### config.mk
export PLATFORM = sky130hd
export DESIGN_NAME = block_sram_writer
export DESIGN_NICKNAME = d
export VERILOG_FILES = /design/src/rtl/block_sram_writer_pkg.sv /design/src/rtl/block_sram_writer_addr_gen.sv /design/src/rtl/block_sram_writer.sv
export SDC_FILE = /design/constraint.sdc
export NUM_CORES = 1
export LEC_CHECK = 0
export CORE_MARGIN = 5
export CORE_UTILIZATION = 50
export CTS_CLUSTER_SIZE = 25
export DETAILED_ROUTE_END_ITERATION = 16
export DONT_BUFFER_PORTS = 1
export MAX_ROUTING_LAYER = met4
export PLACE_DENSITY = 0.68
export SLEW_MARGIN = 20
export SYNTH_ARGS = -nofsm -noshare
export SYNTH_HDL_FRONTEND = slang
export SYNTH_HIERARCHICAL = 1
export SYNTH_SLANG_ARGS = --single-unit
### constraint.sdc
create_clock -name Clock_50 -period 4.75 [get_ports Clock_50]
set_input_delay 0.95 -clock Clock_50 [delete_from_list [all_inputs] [get_ports Clock_50]]
set_output_delay 0.95 -clock Clock_50 [all_outputs]
set_load 0.05 [all_outputs]
### src/rtl/block_sram_writer_pkg.sv
// Shared types for the DP-RAM to SRAM block write-back engine.
package block_sram_writer_pkg;

   typedef enum logic [2:0] {
      S_BW_IDLE,
      S_BW_LEAD0,
      S_BW_LEAD1,
      S_BW_W0,
      S_BW_W1,
      S_BW_W2,
      S_BW_W3,
      S_BW_DONE
   } bw_state_t;

   typedef enum logic [1:0] {
      CH_Y = 2'd0,
      CH_U = 2'd1,
      CH_V = 2'd2
   } channel_t;

   // Row down-counter load value: eight rows per block, terminal count at zero.
   localparam logic [2:0] LAST_ROW_CNT = 3'd7;

   // One DP-RAM word carries four samples, lowest index in the top byte.
   // The upper half is SRAM word 2h, the lower half SRAM word 2h+1.
   function automatic logic [15:0] sample_pair(input logic [31:0] word, input logic second_half);
      return second_half ? word[15:0] : word[31:16];
   endfunction

endpackage

### src/rtl/block_sram_writer_addr_gen.sv
// Block position tracking (column, row, channel) and SRAM raster address
// generation for the block currently being written.
module block_addr_gen
   import block_sram_writer_pkg::*;
#(
   parameter int Y_WIDTH    = 320,
   parameter int UV_WIDTH   = 160,
   parameter int IMG_HEIGHT = 240,
   parameter int Y_BASE     = 0,
   parameter int U_BASE     = 38400,
   parameter int V_BASE     = 57600,
   parameter int SRAM_AW    = 18
)(
   input  logic               Clock_50,
   input  logic               resetn,
   input  logic               advance,
   input  logic [2:0]         row_idx,
   input  logic [1:0]         word_idx,
   output logic [SRAM_AW-1:0] SRAM_address,
   output logic               last_block_of_frame,
   output channel_t           channel
);

   localparam logic [SRAM_AW-1:0] Y_ROW_WORDS  = SRAM_AW'(Y_WIDTH / 2);
   localparam logic [SRAM_AW-1:0] UV_ROW_WORDS = SRAM_AW'(UV_WIDTH / 2);
   localparam logic [SRAM_AW-1:0] Y_BLK_COLS   = SRAM_AW'(Y_WIDTH / 8);
   localparam logic [SRAM_AW-1:0] UV_BLK_COLS  = SRAM_AW'(UV_WIDTH / 8);
   localparam logic [SRAM_AW-1:0] BLK_ROWS     = SRAM_AW'(IMG_HEIGHT / 8);
   localparam logic [SRAM_AW-1:0] Y_SEG        = SRAM_AW'(Y_BASE);
   localparam logic [SRAM_AW-1:0] U_SEG        = SRAM_AW'(U_BASE);
   localparam logic [SRAM_AW-1:0] V_SEG        = SRAM_AW'(V_BASE);
   localparam logic [SRAM_AW-1:0] ONE          = SRAM_AW'(1);

   logic [SRAM_AW-1:0] block_col;
   logic [SRAM_AW-1:0] block_row;
   logic [SRAM_AW-1:0] row_words;
   logic [SRAM_AW-1:0] blk_cols;
   logic [SRAM_AW-1:0] seg_base;
   logic [SRAM_AW-1:0] line;
   logic               last_col;
   logic               last_row;

   // Geometry of the channel currently being written.
   always_comb begin
      row_words = UV_ROW_WORDS;
      blk_cols  = UV_BLK_COLS;
      seg_base  = V_SEG;
      case (channel)
         CH_Y: begin
            row_words = Y_ROW_WORDS;
            blk_cols  = Y_BLK_COLS;
            seg_base  = Y_SEG;
         end
         CH_U:    seg_base = U_SEG;
         default: seg_base = V_SEG;
      endcase
   end

   assign last_col = (block_col == blk_cols - ONE);
   assign last_row = (block_row == BLK_ROWS - ONE);
   assign last_block_of_frame = last_col && last_row && (channel == CH_V);

   // Raster address: image line of this sample row times the line stride, plus
   // the block's horizontal word offset and the word within the block row.
   always_comb begin
      line = (block_row << 3) + {{(SRAM_AW-3){1'b0}}, row_idx};
      SRAM_address = seg_base + line * row_words + (block_col << 2)
                   + {{(SRAM_AW-2){1'b0}}, word_idx};
   end

   // Step to the next block in raster order, wrapping through Y, U, V.
   always_ff @(posedge Clock_50 or negedge resetn) begin
      if (!resetn) begin
         block_col <= '0;
         block_row <= '0;
         channel   <= CH_Y;
      end else if (advance) begin
         if (last_col) begin
            block_col <= '0;
            if (last_row) begin
               block_row <= '0;
               case (channel)
                  CH_Y:    channel <= CH_U;
                  CH_U:    channel <= CH_V;
                  default: channel <= CH_Y;
               endcase
            end else begin
               block_row <= block_row + ONE;
            end
         end else begin
            block_col <= block_col + ONE;
         end
      end
   end

endmodule

### src/rtl/block_sram_writer.sv
// Drains one 8x8 block of 8-bit samples from the DP-RAM into external SRAM,
// two samples per SRAM word, sequencing Y, U and V blocks across a frame.
//
// state      | meaning
// -----------+-------------------------------------------------------------
// S_BW_IDLE  | waiting for start; bank latched on acceptance
// S_BW_LEAD0 | row-0 h0 address on the DP-RAM
// S_BW_LEAD1 | row-0 h1 address on the DP-RAM; h0 data arriving
// S_BW_W0    | write k0 from h0; h1 data arriving on row 0
// S_BW_W1    | write k1 from h0; next row's h0 address on the DP-RAM
// S_BW_W2    | write k2 from h1; next row's h1 address; next h0 arriving
// S_BW_W3    | write k3 from h1; next h1 arriving; loop or finish
// S_BW_DONE  | pulse block_done, advance block position
module block_sram_writer
   import block_sram_writer_pkg::*;
#(
   parameter int Y_WIDTH    = 320,
   parameter int UV_WIDTH   = 160,
   parameter int IMG_HEIGHT = 240,
   parameter int Y_BASE     = 0,
   parameter int U_BASE     = 38400,
   parameter int V_BASE     = 57600,
   parameter int SRAM_AW    = 18,
   parameter int DP_AW      = 7
)(
   input  logic               Clock_50,
   input  logic               resetn,
   input  logic               start,
   input  logic               dp_bank,
   output logic [DP_AW-1:0]   DP_RAM_Address,
   input  logic [31:0]        DP_RAM_Read_Data,
   output logic [SRAM_AW-1:0] SRAM_address,
   output logic [15:0]        SRAM_write_data,
   output logic               SRAM_we,
   output logic               busy,
   output logic               block_done,
   output logic               frame_done,
   output logic [1:0]         channel
);

   localparam logic [DP_AW-1:0] BANK1_BASE = DP_AW'(64);

   bw_state_t          state;
   bw_state_t          state_nxt;
   logic [2:0]         rows_left;
   logic [2:0]         row_idx;
   logic [3:0]         next_row;
   logic               last_row;
   logic [1:0]         word_idx;
   logic [DP_AW-1:0]   dp_base;
   logic [DP_AW-1:0]   dp_addr_nxt;
   logic [DP_AW-1:0]   next_row_addr;
   logic               h0_cap;
   logic               h1_cap;
   logic               wr_en;
   logic [15:0]        wr_data;
   logic               advance;
   logic [31:0]        h0_word;
   logic [31:0]        h1_word;
   logic [SRAM_AW-1:0] gen_address;
   logic               last_block;
   channel_t           gen_channel;

   assign row_idx       = LAST_ROW_CNT - rows_left;
   assign last_row      = (rows_left == 3'd0);
   assign next_row      = {1'b0, row_idx} + 4'd1;
   assign next_row_addr = dp_base + DP_AW'({next_row, 1'b0});
   assign channel       = gen_channel;

   block_addr_gen #(
      .Y_WIDTH    (Y_WIDTH),
      .UV_WIDTH   (UV_WIDTH),
      .IMG_HEIGHT (IMG_HEIGHT),
      .Y_BASE     (Y_BASE),
      .U_BASE     (U_BASE),
      .V_BASE     (V_BASE),
      .SRAM_AW    (SRAM_AW)
   ) u_addr_gen (
      .Clock_50            (Clock_50),
      .resetn              (resetn),
      .advance             (advance),
      .row_idx             (row_idx),
      .word_idx            (word_idx),
      .SRAM_address        (gen_address),
      .last_block_of_frame (last_block),
      .channel             (gen_channel)
   );

   // State register.
   always_ff @(posedge Clock_50 or negedge resetn) begin
      if (!resetn) state <= S_BW_IDLE;
      else         state <= state_nxt;
   end

   // Next state, DP-RAM address for the following cycle, capture strobes and
   // the write about to be registered. Prefetch is skipped on the last row so
   // the reads never leave the 16-word bank.
   always_comb begin
      state_nxt   = state;
      dp_addr_nxt = DP_RAM_Address;
      h0_cap      = 1'b0;
      h1_cap      = 1'b0;
      wr_en       = 1'b0;
      wr_data     = 16'd0;
      word_idx    = 2'd0;
      advance     = 1'b0;
      case (state)
         S_BW_IDLE: begin
            if (start) begin
               state_nxt   = S_BW_LEAD0;
               dp_addr_nxt = dp_bank ? BANK1_BASE : '0;
            end
         end
         S_BW_LEAD0: begin
            state_nxt   = S_BW_LEAD1;
            dp_addr_nxt = dp_base + DP_AW'(1);
         end
         S_BW_LEAD1: begin
            state_nxt = S_BW_W0;
            h0_cap    = 1'b1;
         end
         S_BW_W0: begin
            state_nxt = S_BW_W1;
            wr_en     = 1'b1;
            word_idx  = 2'd0;
            wr_data   = sample_pair(h0_word, 1'b0);
            h1_cap    = (rows_left == LAST_ROW_CNT);
            if (!last_row) dp_addr_nxt = next_row_addr;
         end
         S_BW_W1: begin
            state_nxt = S_BW_W2;
            wr_en     = 1'b1;
            word_idx  = 2'd1;
            wr_data   = sample_pair(h0_word, 1'b1);
            if (!last_row) dp_addr_nxt = next_row_addr + DP_AW'(1);
         end
         S_BW_W2: begin
            state_nxt = S_BW_W3;
            wr_en     = 1'b1;
            word_idx  = 2'd2;
            wr_data   = sample_pair(h1_word, 1'b0);
            h0_cap    = 1'b1;
         end
         S_BW_W3: begin
            state_nxt = last_row ? S_BW_DONE : S_BW_W0;
            wr_en     = 1'b1;
            word_idx  = 2'd3;
            wr_data   = sample_pair(h1_word, 1'b1);
            h1_cap    = 1'b1;
         end
         S_BW_DONE: begin
            state_nxt = S_BW_IDLE;
            advance   = 1'b1;
         end
         default: state_nxt = S_BW_IDLE;
      endcase
   end

   // Bank latch, row down-counter, DP-RAM address and the two holding words.
   always_ff @(posedge Clock_50 or negedge resetn) begin
      if (!resetn) begin
         dp_base        <= '0;
         rows_left      <= 3'd0;
         DP_RAM_Address <= '0;
         h0_word        <= 32'd0;
         h1_word        <= 32'd0;
      end else begin
         DP_RAM_Address <= dp_addr_nxt;
         if (state == S_BW_IDLE && start) begin
            dp_base   <= dp_bank ? BANK1_BASE : '0;
            rows_left <= LAST_ROW_CNT;
         end else if (state == S_BW_W3 && !last_row) begin
            rows_left <= rows_left - 3'd1;
         end
         if (h0_cap) h0_word <= DP_RAM_Read_Data;
         if (h1_cap) h1_word <= DP_RAM_Read_Data;
      end
   end

   // Registered SRAM write port and handshake outputs; address, data and
   // strobe all change on the same edge.
   always_ff @(posedge Clock_50 or negedge resetn) begin
      if (!resetn) begin
         SRAM_we         <= 1'b0;
         SRAM_address    <= '0;
         SRAM_write_data <= 16'd0;
         busy            <= 1'b0;
         block_done      <= 1'b0;
         frame_done      <= 1'b0;
      end else begin
         SRAM_we         <= wr_en;
         SRAM_address    <= wr_en ? gen_address : '0;
         SRAM_write_data <= wr_data;
         busy            <= (state_nxt != S_BW_IDLE);
         block_done      <= advance;
         frame_done      <= advance && last_block;
      end
   end

endmodule

Word level (Yosys, flattened, before mapping)
Cells that the tools add are included.

Output and inout bits: 47. Bits in writable memories: 0. Memories kept: 0. Memory bits (read-only): 0. Bits in latches: 0. Bits of input ports: 36. Register bits: 160.

Reductions and logical operators: 17. $add $sub $neg: 13. Bitwise logic cells: 0. Multiply operators: 1. Multiplexer cells: 23. $lt $le $gt $ge: 0. Divide/modulo/power cells: 0. Equal/unequal tests: 15. Shift-type cells: 0.

Operators by type and width (count): $pmux 16 s4 (1); $mux 18 (3); $add 18x1->18 const B (2); $pmux 16 s2 (1); $mux 7 (4); $pmux 7 s4 (1); $pmux 3 s8 (1); $add 16x18->18 (1); $add 18x18->18 (1); $add 18x2->18 (1); $add 18x3->18 (1); $eq 18x18->1 (1); $eq 18x5->1 const B (1); $mul 18x18->18 (1); $eq 3x3->1 const B (5); $add 7x1->7 const B (2); $mux 3 (4); $mux 8 (1); $add 7x5->7 (1); $sub 6x1->7 const B (1); $eq 3x2->1 const B (2); $logic_not 3->1 (2); $mux 6 (1); $ne 2x2->1 const B (3); other kinds (21) (27).

Longest topological paths before layout
Gate-level depths: netlist of the first run.

Depth after elaboration: 7. Mapped depth: 22. Mapped depth without buffers: 20.

By module
The synthesis of the first run kept the hierarchy.

By module, submodules not included: block_sram_writer (cells an instance 332, area each 4722.0 um2, times used 1); block_addr_gen (cells an instance 425, area each 3925.0 um2, times used 1).

Worst setup path before layout of the first run
No wires, ideal clock.

Path kind: flip-flop to flip-flop. From: register u_addr_gen.channel[0]. To: register SRAM_address[16]. Stages on the path, launching flop included: 21. Arrival: 5083 ps. Buffers on the path: 2. Data required time: 4631 ps. Setup slack: -452 ps. Cell sequence: dfrtp_1 or2_1 buf_6 inv_1 clkbuf_1 and2_1 or2_2 ha_1 fa_1 fa_1 ha_1 inv_1 fa_1 inv_1 ha_1 or4_1 a211oi_1 o31ai_1 a21oi_1 xnor2_1 and2_1.

Cells in the longest elaborated chain, start to end: 7. Elaborated cells between the ends (all ways): 9. Classes of those cells: 3 x add/sub; 1 x mul; 1 x eq/ne; 3 x mux; 1 x reduce/logical.

Ends and longest elaborated chain: start, declared (RTL line block_sram_writer_addr_gen.sv:21) `output channel_t channel`; start signal, assigned (RTL line block_sram_writer_addr_gen.sv:76) `channel <= CH_Y;`; start signal, assigned (RTL line block_sram_writer_addr_gen.sv:83) `CH_Y: channel <= CH_U;`; start signal, assigned (RTL line block_sram_writer_addr_gen.sv:84) `CH_U: channel <= CH_V;`; $logic_not 2->1 (RTL line block_sram_writer_addr_gen.sv:48) `case (channel)`; $mux 8 (RTL line block_sram_writer_addr_gen.sv:48); $mul 18x18->18 (RTL line block_sram_writer_addr_gen.sv:67) `SRAM_address = seg_base + line * row_words + (block_col << 2)`; $add 16x18->18 (*) (RTL line block_sram_writer_addr_gen.sv:67); $add 18x18->18 (*) (RTL line block_sram_writer_addr_gen.sv:67); $add 18x2->18 (*) (RTL line block_sram_writer_addr_gen.sv:68) `+ {{(SRAM_AW-2){1'b0}}, word_idx};`; named net gen_address[16] (RTL line block_sram_writer.sv:60) `logic [SRAM_AW-1:0] gen_address;`; $mux 18 (*) (RTL line block_sram_writer.sv:192) `SRAM_address <= wr_en ? gen_address : '0;`; end signal, assigned (RTL line block_sram_writer.sv:192); end, declared (RTL line block_sram_writer.sv:32) `output logic [SRAM_AW-1:0] SRAM_address,`.

Mark *: on every way through the listed nets, which the timed path passes. The rest lies on a longest branch. A chain may end at the register's enable or synchronous reset.

Final worst setup path of the first run
From: register u_addr_gen.channel[1]. To: register SRAM_address[16].

Same word-level chain as after synthesis.

==> results of run 1 <==
cell type report:
type | count | area [um^2]
clock buffers | 18 | 439
fillers | 1463 | 7630
multi-input cells | 493 | 4460
flip-flops and latches | 153 | 3830
clock inverters | 14 | 114
well taps | 225 | 282
inverters | 71 | 267
repair buffers | 13 | 101
power breakdown:
| part | internal, W | total (W) | switching (W) |
|---|---|---|---|
| logic | 0.000960 | 0.00188 | 0.000919 |
| registers | 0.00176 | 0.00243 | 0.000676 |
| clock network | 0.000694 | 0.00127 | 0.000577 |
| total | 0.00341 | 0.00558 | 0.00217 |
worst max-delay path: stages, from the launching register on:
cell and delay, ns:
dfrtp_2 0.40, or2_4 0.28, buf_4 0.16, nand2_2 0.09, nand2_1 0.07, ha_1 0.27
inv_1 0.05, fa_1 0.49, inv_1 0.05, fa_1 0.45, ha_1 0.29, inv_1 0.05
fa_1 0.49, inv_1 0.04, ha_2 0.17, or4_4 0.54, a211oi_4 0.24, o31ai_1 0.09
a21oi_1 0.18, xnor2_1 0.08, and2_1 0.13
per-layer routing:
metal | track usage, % | wire, um
met1 | 24.9 | 7960
met2 | 29.5 | 8630
met3 | 5.76 | 1160
met4 | 4.95 | 271
met5 | - | 0
metrics by stage:
stage	cells	setup TNS (ns)
floorplan	757	-0.00569
global placement	954	0
detailed placement	954	-0.0512
CTS	986	0
global route	987	-0.175
finish	987	0
what timing repair did:
action,CTS,global route
buffers inserted,0,1
gates resized for setup,3,12
hold buffers,0,0
pin swaps,1,8
endpoints found under the setup margin,1,4
sequential cells by signal, indices dropped and copies added (netlist names):
signal,cells
u_addr_gen/block_col,18
SRAM_write_data,16
SRAM_address,18
busy,1
DP_RAM_Address,6
h0_word,32
SRAM_we,1
u_addr_gen/channel,2
state,3
u_addr_gen/block_row,18
rows_left,3
frame_done,1
block_done,1
h1_word,32
dp_base,1
kinds of logic (layout without fill, tap and decap cells):
group	after synthesis	count (layout)
simple gates	208	208
flops	153	153
buf+inv	111	116
compound gates	88	88
fa+ha+maj	79	79
mux	72	72
xor+xnor	43	43
other cells	3	3
synth_stat cells (all sizes together) (7+ instances only):
| library cell | number |
|---|---|
| nand3 | 21 |
| a21oi | 11 |
| or2 | 7 |
| clkbuf | 18 |
| and2 | 33 |
| nor3 | 13 |
| mux2 | 69 |
| nand2 | 58 |
| inv | 71 |
| ha | 50 |
| buf | 22 |
| xnor2 | 31 |
| nand2b | 7 |
| o21ai | 32 |
| dfrtp | 153 |
| nor2 | 28 |
| fa | 29 |
| xor2 | 12 |
| a222oi | 16 |
| nor4 | 9 |
worst min-delay path by stage:
stage | cells past startpoint | slack (ns) | to | startpoint
2_1_floorplan | 1 | 0.44 | u_addr_gen/block_row[17] | u_addr_gen/block_row[17]
3_3_place_gp | 1 | 0.46 | u_addr_gen/block_row[17] | u_addr_gen/block_row[17]
3_5_place_dp | 2 | 0.46 | SRAM_write_data[6] | h0_word[22]
4_1_cts | 0 | 0.20 | SRAM_address[2] | resetn
5_1_grt | 0 | 0.20 | SRAM_address[17] | resetn
6_report | 0 | 0.22 | SRAM_address[17] | resetn
==> results.yml, run 1 <==
synth:
  synth_fa_ha_area_share_pct: 13.9
  synth_top_family_by_area: "adder cells"
  synth_top_cell_area_share_pct: 44.3
  synth_area_leaders: "dfrtp_1 44%, ha_1 7.2%, fa_1 6.7%"
  synth.ff_latch_count: 153
  yosysUniqueCellTypes: 67
  synth_compound_area_share_pct: 7.35
  syn_area_um2: 8650
  syn_inst: 757
  synth-xor-area-share_pct: 4.36
  ys.flop_type: "dfrtp_1"
  yosysTopAreaCell: "dfrtp_1"
  syn-num-nets: 872
  async_flop_share_pct: 100
  synthMuxAreaShare_pct: 10.7
  ys_warn_count: 6
  avgSynthCellArea_um2: 11.4
  synth-seq-area-share_pct: 44.3
  synth-simple-area-share_pct: 13.3
  synth_edf_count: 0
placement:
  gp_congestion: 0.883
  dp_hpwl_um: 12800
  post-place-ws_ns: -0.0512
  placed_cell_area_um2: 8840
  port_buffers: 0
floorplan:
  die_area_um2: 20000
  ios: 83
  die_w_um: 142
  die_h_um: 142
  initial_core_util_pct: 50.5
  row_count: 48
  core_area_um2: 17100
detailed_routing:
  wire_per_inst_um: 18.3
  drt-total-wl_um: 18000
  firstDrtPassIters: 5
  vias: 5501
  detail-route-antenna-nets: 0
  drc_errors: 0
  drt-initial-drc-count: 424
  routed_via_density: 5.57
worst_setup_path:
  cp-end-kind: "flop"
  reg2regPathDepth: 20
  worst_ep_required_time_ns: 5.07
  r2r-end: "SRAM_address[16]"
  crit_start: "u_addr_gen/channel[1]"
  startpoint_type: "flop"
  cp-endpoint: "SRAM_address[16]"
  critPathKind: "reg -> reg"
  worstPathMaxFanout: 5
  ff2ff_setup_slack_ns: 0.05
  worst_r2r_startpoint: "u_addr_gen/channel[1]"
  worstPathArrival_ns: 5.02
clock_network:
  cts_sinks: 153
  htreeDepth: 4
  clk_path_buf_depth: 2
  insertion_delay_ns: 0.42
  cts_buffers: 17
  cts_tree: "yes"
  clk_pin_slew_worst_paths_ns: 0.07
  cts-root-buf: "clkbuf_16"
sta:
  timing.final.hold_violations: 0
  min_period_over_period_pct: 99.0
  fmax_mhz: 213
  setup_viol: 0
  hold_slack_ns: 0.222
  rsz0062_at_grt: "true"
  fin_crit_ns: 4.70
  maxSlewHeadroom_pct: 30.2
  timing.final.ws_setup_ns: 0.0472
  tightestPinTransition_ns: 1.05
  finalClockSkew_ns: 0.0113
  maxSlewViolCount: 0
global_route:
  antenna_found_initial: 0
  grt_pass1_vias: 5720
  grt_pass1_wl_um: 29700
  overflow: 0
  grtUsageTotal_pct: 19.1
  grt_max_degree: 154
cells_and_area:
  antenna_cells: 0
  utilization_pct: 55.4
  layout_commonest_cell: "dfrtp_1"
  drive_gt1_share_pct: 20.9
  area_growth_pct: 9.75
  nNetsFinal: 864
  postLayoutCellArea_um2: 9490
  layout_common_cells: "151 x dfrtp_1, 70 x inv_1, 57 x nand2_1, 43 x ha_1, 38 x mux2_2"
job:
  drv_cap: 0
power_and_ir_drop:
  p_total_w: 0.00558
  power_density_nw_per_um2: 588
  p_leak_nw: 4.48
  ir_worst_vdd_uv: 386
worst_hold_path:
  hp-class: "in -> async"
outcome:
  outcome: "finished, final reports clean"
(Power assumes the default switching activity.)
==> run 2, diff against run 1 <==
Settings changed: PLACE_DENSITY 0.68 to unset.
Clock period 4.75 ns to 5.7 ns, I/O delays scaled along.
==> run 2 against run 1 <==
  * Critical path depth did not move
  * Non-clock buffer count down 7
  * Clock-buffer cell count increased by 1
  * Cell area is 1.5% lower
  * Die area is the same
  * Via count hardly changed
  * Routed wire length is 1.9% higher
==> results.yml, run 2 (synthesis results as in run 1) <==
global_route:
  grtUsageMet2_pct: 32.0
  grt_max_degree: 154
  grt_pass1_vias: 5748
  overflow: 0
  gr-usage-met3_pct: 5.70
  grtUsageTotal_pct: 19.4
  antenna_found_initial: 0
  grt_pass1_wl_um: 30100
  use_met1_pct: 23.9
  busiest_layer: "met2"
placement:
  port_buffers: 0
  post-place-ws_ns: 0.222
  placed_cell_area_um2: 8730
  dp_hpwl_um: 12800
  gp_congestion: 0.899
clock_network:
  cts_sinks: 153
  htreeDepth: 4
  cts_hold_buf: 0
  insertion_delay_ns: 0.42
  clk_path_buf_depth: 2
  cts_buffers: 17
  cts_tree: "yes"
  cts-root-buf: "clkbuf_16"
  clk_pin_slew_worst_paths_ns: 0.06
sta:
  maxSlewHeadroom_pct: 21.0
  setup_viol: 0
  finalClockSkew_ns: 0.0149
  tightestPinTransition_ns: 1.19
  rsz0062_at_grt: "false"
  fmax_mhz: 189
  min_period_over_period_pct: 92.7
  timing.final.hold_violations: 0
  fin_crit_ns: 5.28
  maxSlewViolCount: 0
  timing.final.ws_setup_ns: 0.418
  timing.setup.tns_ns: 0
worst_setup_path:
  worst_ep_required_time_ns: 6.05
  ff2ff_setup_slack_ns: 0.42
  critPathSlowestCell: "or4_1"
  r2r-end: "SRAM_address[16]"
  cp-end-kind: "flop"
  worstPathArrival_ns: 5.63
  critPathKind: "reg -> reg"
  worstPathMaxFanout: 19
  startpoint_type: "flop"
  cp_top_family: "adder cells"
  worst_r2r_startpoint: "u_addr_gen/channel[0]"
  cpMostUsedCell: "inv_1"
  reg2regPathDepth: 20
  crit_chain: "or2_2, inv_1, and2_1, nand2b_1, ha_1, inv_1, fa_1, inv_1, fa_1, ha_1, inv_1, fa_1, inv_1, ha_1, or4_1, a211oi_1, o31ai_1, a21oi_1, xnor2_1, and2_1"
  critPathBufInv: 5
  cpPeakStageDelay_ns: 0.55
worst_hold_path:
  hp-class: "in -> async"
job:
  drv_cap: 0
power_and_ir_drop:
  ir_worst_vdd_uv: 263
  p_leak_nw: 4.46
  power_density_nw_per_um2: 508
detailed_routing:
  drt-initial-drc-count: 482
  wire_per_inst_um: 18.8
  drt-total-wl_um: 18400
  drc_errors: 0
  firstDrtPassIters: 6
  detail-route-antenna-nets: 0
  vias: 5505
  routed_via_density: 5.63
cells_and_area:
  antenna_cells: 0
  utilization_pct: 54.6
  largestRegisters: "h0_word: 32 flops, h1_word: 32 flops"
  layout_commonest_cell: "dfrtp_1"
  nFillCells: 1476
  area_growth_pct: 8.09
  nNetsFinal: 857
  layout_common_cells: "153 x dfrtp_1, 71 x inv_1, 58 x nand2_1, 50 x ha_1, 38 x mux2_2"
  postLayoutCellArea_um2: 9350
  drive_gt1_share_pct: 17.0
floorplan:
  die_area_um2: 20000
  row_count: 48
  core_area_um2: 17100
  die_w_um: 142
  ios: 83
  initial_core_util_pct: 50.5
  die_h_um: 142
outcome:
  outcome: "finished, final reports clean"
==> run 2: cell types whose count changed in the layout (fill, tap and decap cells not counted), moves of 3 or more <==
cell       previous run  this run
clkinv_4              4         1
or2_2                 3         6
buf_4                12         5
bufinv_16             0         3
ha_1                 43        50
clkinv_2              3         0
or2_4                 3         0
ha_4                  5         0
==> run 2: area by class of cell <==
| cell class | instances | area (um^2) | share of cell area (%) |
|---|---|---|---|
| multi-input combinational | 493 | 4310 | 46.1 |
| sequential | 153 | 3830 | 41.0 |
| clock buffer | 19 | 443 | 4.74 |
| tap | 225 | 282 | 3.01 |
| inverter | 71 | 267 | 2.85 |
| clock inverter | 11 | 161 | 1.73 |
| timing repair buffer | 6 | 52.6 | 0.562 |
==> run 2: what timing repair did <==
action,in CTS,in global routing
gates resized for setup,0,1
buffers inserted,0,0
endpoints found under the setup margin,0,3
==> run 2: report_power, final <==
part,total (W),switching (W),internal [W]
registers,0.00203,0.000565,0.00146
logic,0.00156,0.000768,0.000792
clock network,0.00116,0.000457,0.000705
total,0.00475,0.00179,0.00296
==> run 2: through the flow <==
stage | hold slack (ns) | power, W | std cells
final | 0.418 | 0.00475 | 978
after global placement | 0.458 | 0.00352 | 947
after detailed placement | 0.460 | 0.00359 | 947
after global routing | 0.391 | 0.00504 | 978
after CTS | 0.398 | 0.00479 | 977
after floorplan | 0.443 | 0.00328 | 757
==> run 2: routing by layer <==
metal / vias up / routed length, um
met5: - / 0
met4: 0 / 131
met3: 11 / 1170
met2: 145 / 9120
met1: 2803 / 7950
li1: 2546 / -
==> run 2: worst max-delay path by stage <==
stage | start | to | slack (ns) | cells after the start
finish | u_addr_gen/channel[0] | SRAM_address[16] | 0.42 | 20
global route | u_addr_gen/channel[0] | SRAM_address[16] | 0.04 | 20
CTS | u_addr_gen/channel[0] | SRAM_address[16] | 0.20 | 18
detailed placement | u_addr_gen/channel[0] | SRAM_address[16] | 0.22 | 18
global placement | u_addr_gen/channel[1] | SRAM_address[16] | 0.40 | 18
floorplan | u_addr_gen/channel[0] | SRAM_address[16] | 0.50 | 20
==> run 3, diff against run 2 <==
Settings changed: SYNTH_HIERARCHICAL 1 to unset.
Clock period 5.7 ns to 6.3 ns, I/O delays scaled along.
==> run 3 against run 2 <==
  * Worst setup slack better by 0.48 ns
  * Clock skew fell by 0.00083 ns
  * Combinational power shrank 26%
  * Critical path depth decreased by 2
==> results.yml, run 3 <==
outcome:
  outcome: "finished, final reports clean"
worst_setup_path:
  worstPathMaxFanout: 19
  ff2ff_setup_slack_ns: 0.90
  critPathKind: "reg -> reg"
  startpoint_type: "flop"
  critPathSlowestCell: "fa_1"
  worst_r2r_startpoint: "u_addr_gen.channel[1]"
  worst_ep_required_time_ns: 6.57
  cpPeakStageDelay_ns: 0.54
  worstPathArrival_ns: 5.67
  crit_start: "u_addr_gen.channel[1]"
  critPathBufInv: 5
  crit_chain: "or2_1, inv_1, and2_1, or2_2, ha_1, fa_1, inv_1, fa_1, inv_1, ha_1, inv_1, fa_1, inv_1, ha_1, a21o_1, a2111oi_0, or3_1, a21oi_1"
  r2r-end: "SRAM_address[16]"
  cp-end-kind: "flop"
  cp_top_family: "adder cells"
  cpMostUsedCell: "inv_1"
  reg2regPathDepth: 18
floorplan:
  die_h_um: 139
  row_count: 47
  core_area_um2: 16500
  die_area_um2: 19300
  die_w_um: 139
  ios: 83
  initial_core_util_pct: 50.6
synth:
  ys.flop_type: "dfrtp_1"
  yosysMostFrequentCell: "dfrtp_1"
  yosysTopAreaCell: "dfrtp_1"
  synth_top_family_by_area: "adder cells"
  synth-xor-area-share_pct: 3.89
  synth_area_leaders: "dfrtp_1 46%, mux2_2 9.2%, ha_1 7.4%"
  synth_compound_area_share_pct: 7.39
  synth_top_cell_area_share_pct: 45.9
  yosysUniqueCellTypes: 59
  synth_edf_count: 0
  syn_inst: 730
  async_flop_share_pct: 100
  synth_fa_ha_area_share_pct: 14.3
  synth-simple-area-share_pct: 13.1
  ys_warn_count: 0
  synth-seq-area-share_pct: 45.9
  synth.ff_latch_count: 153
  synthMuxAreaShare_pct: 10.2
  syn_area_um2: 8330
  yosys-top-cells-count: "153 x dfrtp_1, 68 x mux2_2, 65 x inv_1"
  avgSynthCellArea_um2: 11.4
job:
  drv_cap: 0
global_route:
  grtUsageTotal_pct: 18.2
  grt_max_degree: 154
  grt_pass1_vias: 5555
  grt_pass1_wl_um: 27800
  overflow: 0
  antenna_found_initial: 0
sta:
  fin_crit_ns: 5.40
  maxSlewHeadroom_pct: 32.0
  timing.final.ws_setup_ns: 0.900
  maxSlewViolCount: 0
  finalClockSkew_ns: 0.0141
  fmax_mhz: 185
  min_period_over_period_pct: 85.7
  rsz0062_at_grt: "false"
  tightestPinTransition_ns: 1.02
  setup_viol: 0
  timing.setup.tns_ns: 0
  timing.final.hold_violations: 0
placement:
  dp_hpwl_um: 11700
  placed_cell_area_um2: 8490
  gp_congestion: 0.832
  port_buffers: 0
  post-place-ws_ns: 0.885
worst_hold_path:
  hp-class: "reg -> reg"
  min_path_cells: 1
  worstHoldEndpoint: "u_addr_gen.block_col[17]"
  holdCritStartpoint: "u_addr_gen.block_col[17]"
cells_and_area:
  layout_common_cells: "153 x dfrtp_1, 68 x mux2_2, 65 x inv_1, 53 x nand2_1, 49 x ha_1"
  nFillCells: 1432
  layout_commonest_cell: "dfrtp_1"
  postLayoutCellArea_um2: 9100
  nNetsFinal: 836
  drive_gt1_share_pct: 16.7
  antenna_cells: 0
  largestRegisters: "h0_word: 32 flops, h1_word: 32 flops"
  area_growth_pct: 9.20
detailed_routing:
  drc_errors: 0
  detail-route-antenna-nets: 0
  routed_via_density: 5.42
  wire_per_inst_um: 17.1
  drt-initial-drc-count: 257
  vias: 5172
  drt-total-wl_um: 16300
  firstDrtPassIters: 4
clock_network:
  cts-root-buf: "clkbuf_16"
  cts_sinks: 153
  clk_pin_slew_worst_paths_ns: 0.06
  post_cts_resize_count: 0
  htreeDepth: 4
  cts_buffers: 17
  clk_path_buf_depth: 2
  cts_hold_buf: 0
  post_cts_buffers: 0
  insertion_delay_ns: 0.42
  cts_tree: "yes"
power_and_ir_drop:
  swShare_pct: 37.9
  pwr-share-seq_pct: 45.1
  p_leak_nw: 4.41
  comb_power_share_pct: 29.5
  clock_power_share_pct: 25.4
  power_density_nw_per_um2: 434
  p_switching_w: 0.00150
  ir_worst_vdd_uv: 263
  cell_internal_pwr_w: 0.00245
-- run 3: cell types whose count changed in the layout (fill, tap and decap cells not counted), moves of 6 or more --
cell      delta
xor2_1       -8
mux2_2      +30
inv_1        -6
a222oi_1    -16
and2_1       -8
mux2_4      -30
o21ai_0     -14
a21o_1       +6
a22oi_1     +32
-- run 3: cells by family (layout without fill, tap and decap cells) --
kind of cell	Yosys count	after routing
AND/OR/NAND/NOR	191	191
flip-flops	153	153
buffers and inverters	100	104
AO/OA/AOI/OAI	93	93
adder cells (fa/ha/maj)	78	78
multiplexers	76	76
XOR/XNOR	37	37
other	2	3
-- run 3: stage by stage --
stage               total power (W)  hold slack (ns)  utilization [%]  instances
finish                      0.00395            0.486             55.3        955
global route                0.00422            0.497             55.3        955
CTS                         0.00397            0.489             55.1        954
detailed placement          0.00296            0.477             51.6        922
global placement            0.00290            0.474             51.6        922
floorplan                   0.00269            0.456                -        731
-- run 3: how the worst max path moves through the flow --
stage,end,slack [ns],cells past startpoint
after floorplan,SRAM_address[16],1.11,20
after global placement,SRAM_address[16],1.09,18
after detailed placement,SRAM_address[16],0.88,18
after CTS,SRAM_address[16],0.88,18
after global routing,SRAM_address[16],0.49,18
final,SRAM_address[16],0.90,18
-- run 3: cell type report --
type | instances | area (um^2) | share of cell area, %
Multi-Input combinational cell | 478 | 4100 | 45.1
Sequential cell | 153 | 3830 | 42.1
Clock buffer | 19 | 433 | 4.76
Tap cell | 220 | 275 | 3.02
Inverter | 66 | 248 | 2.72
Clock inverter | 13 | 150 | 1.65
Timing Repair Buffer | 6 | 65.1 | 0.715
-- run 3: power by group through the flow --
stage,Clock (W),Sequential (W),Combinational [W]
finish,0.00100,0.00178,0.00116
global placement,0,0.00179,0.00111
CTS,0.00103,0.00178,0.00116
detailed placement,0,0.00180,0.00116
floorplan,0,0.00173,0.000963
global route,0.00108,0.00182,0.00132
-- run 3: routing by layer --
metal | GRT usage [%] | routed length, um
met1 | 22.4 | 7060
met2 | 29.5 | 8230
met3 | 4.83 | 822
met4 | 5.77 | 181
met5 | - | 0
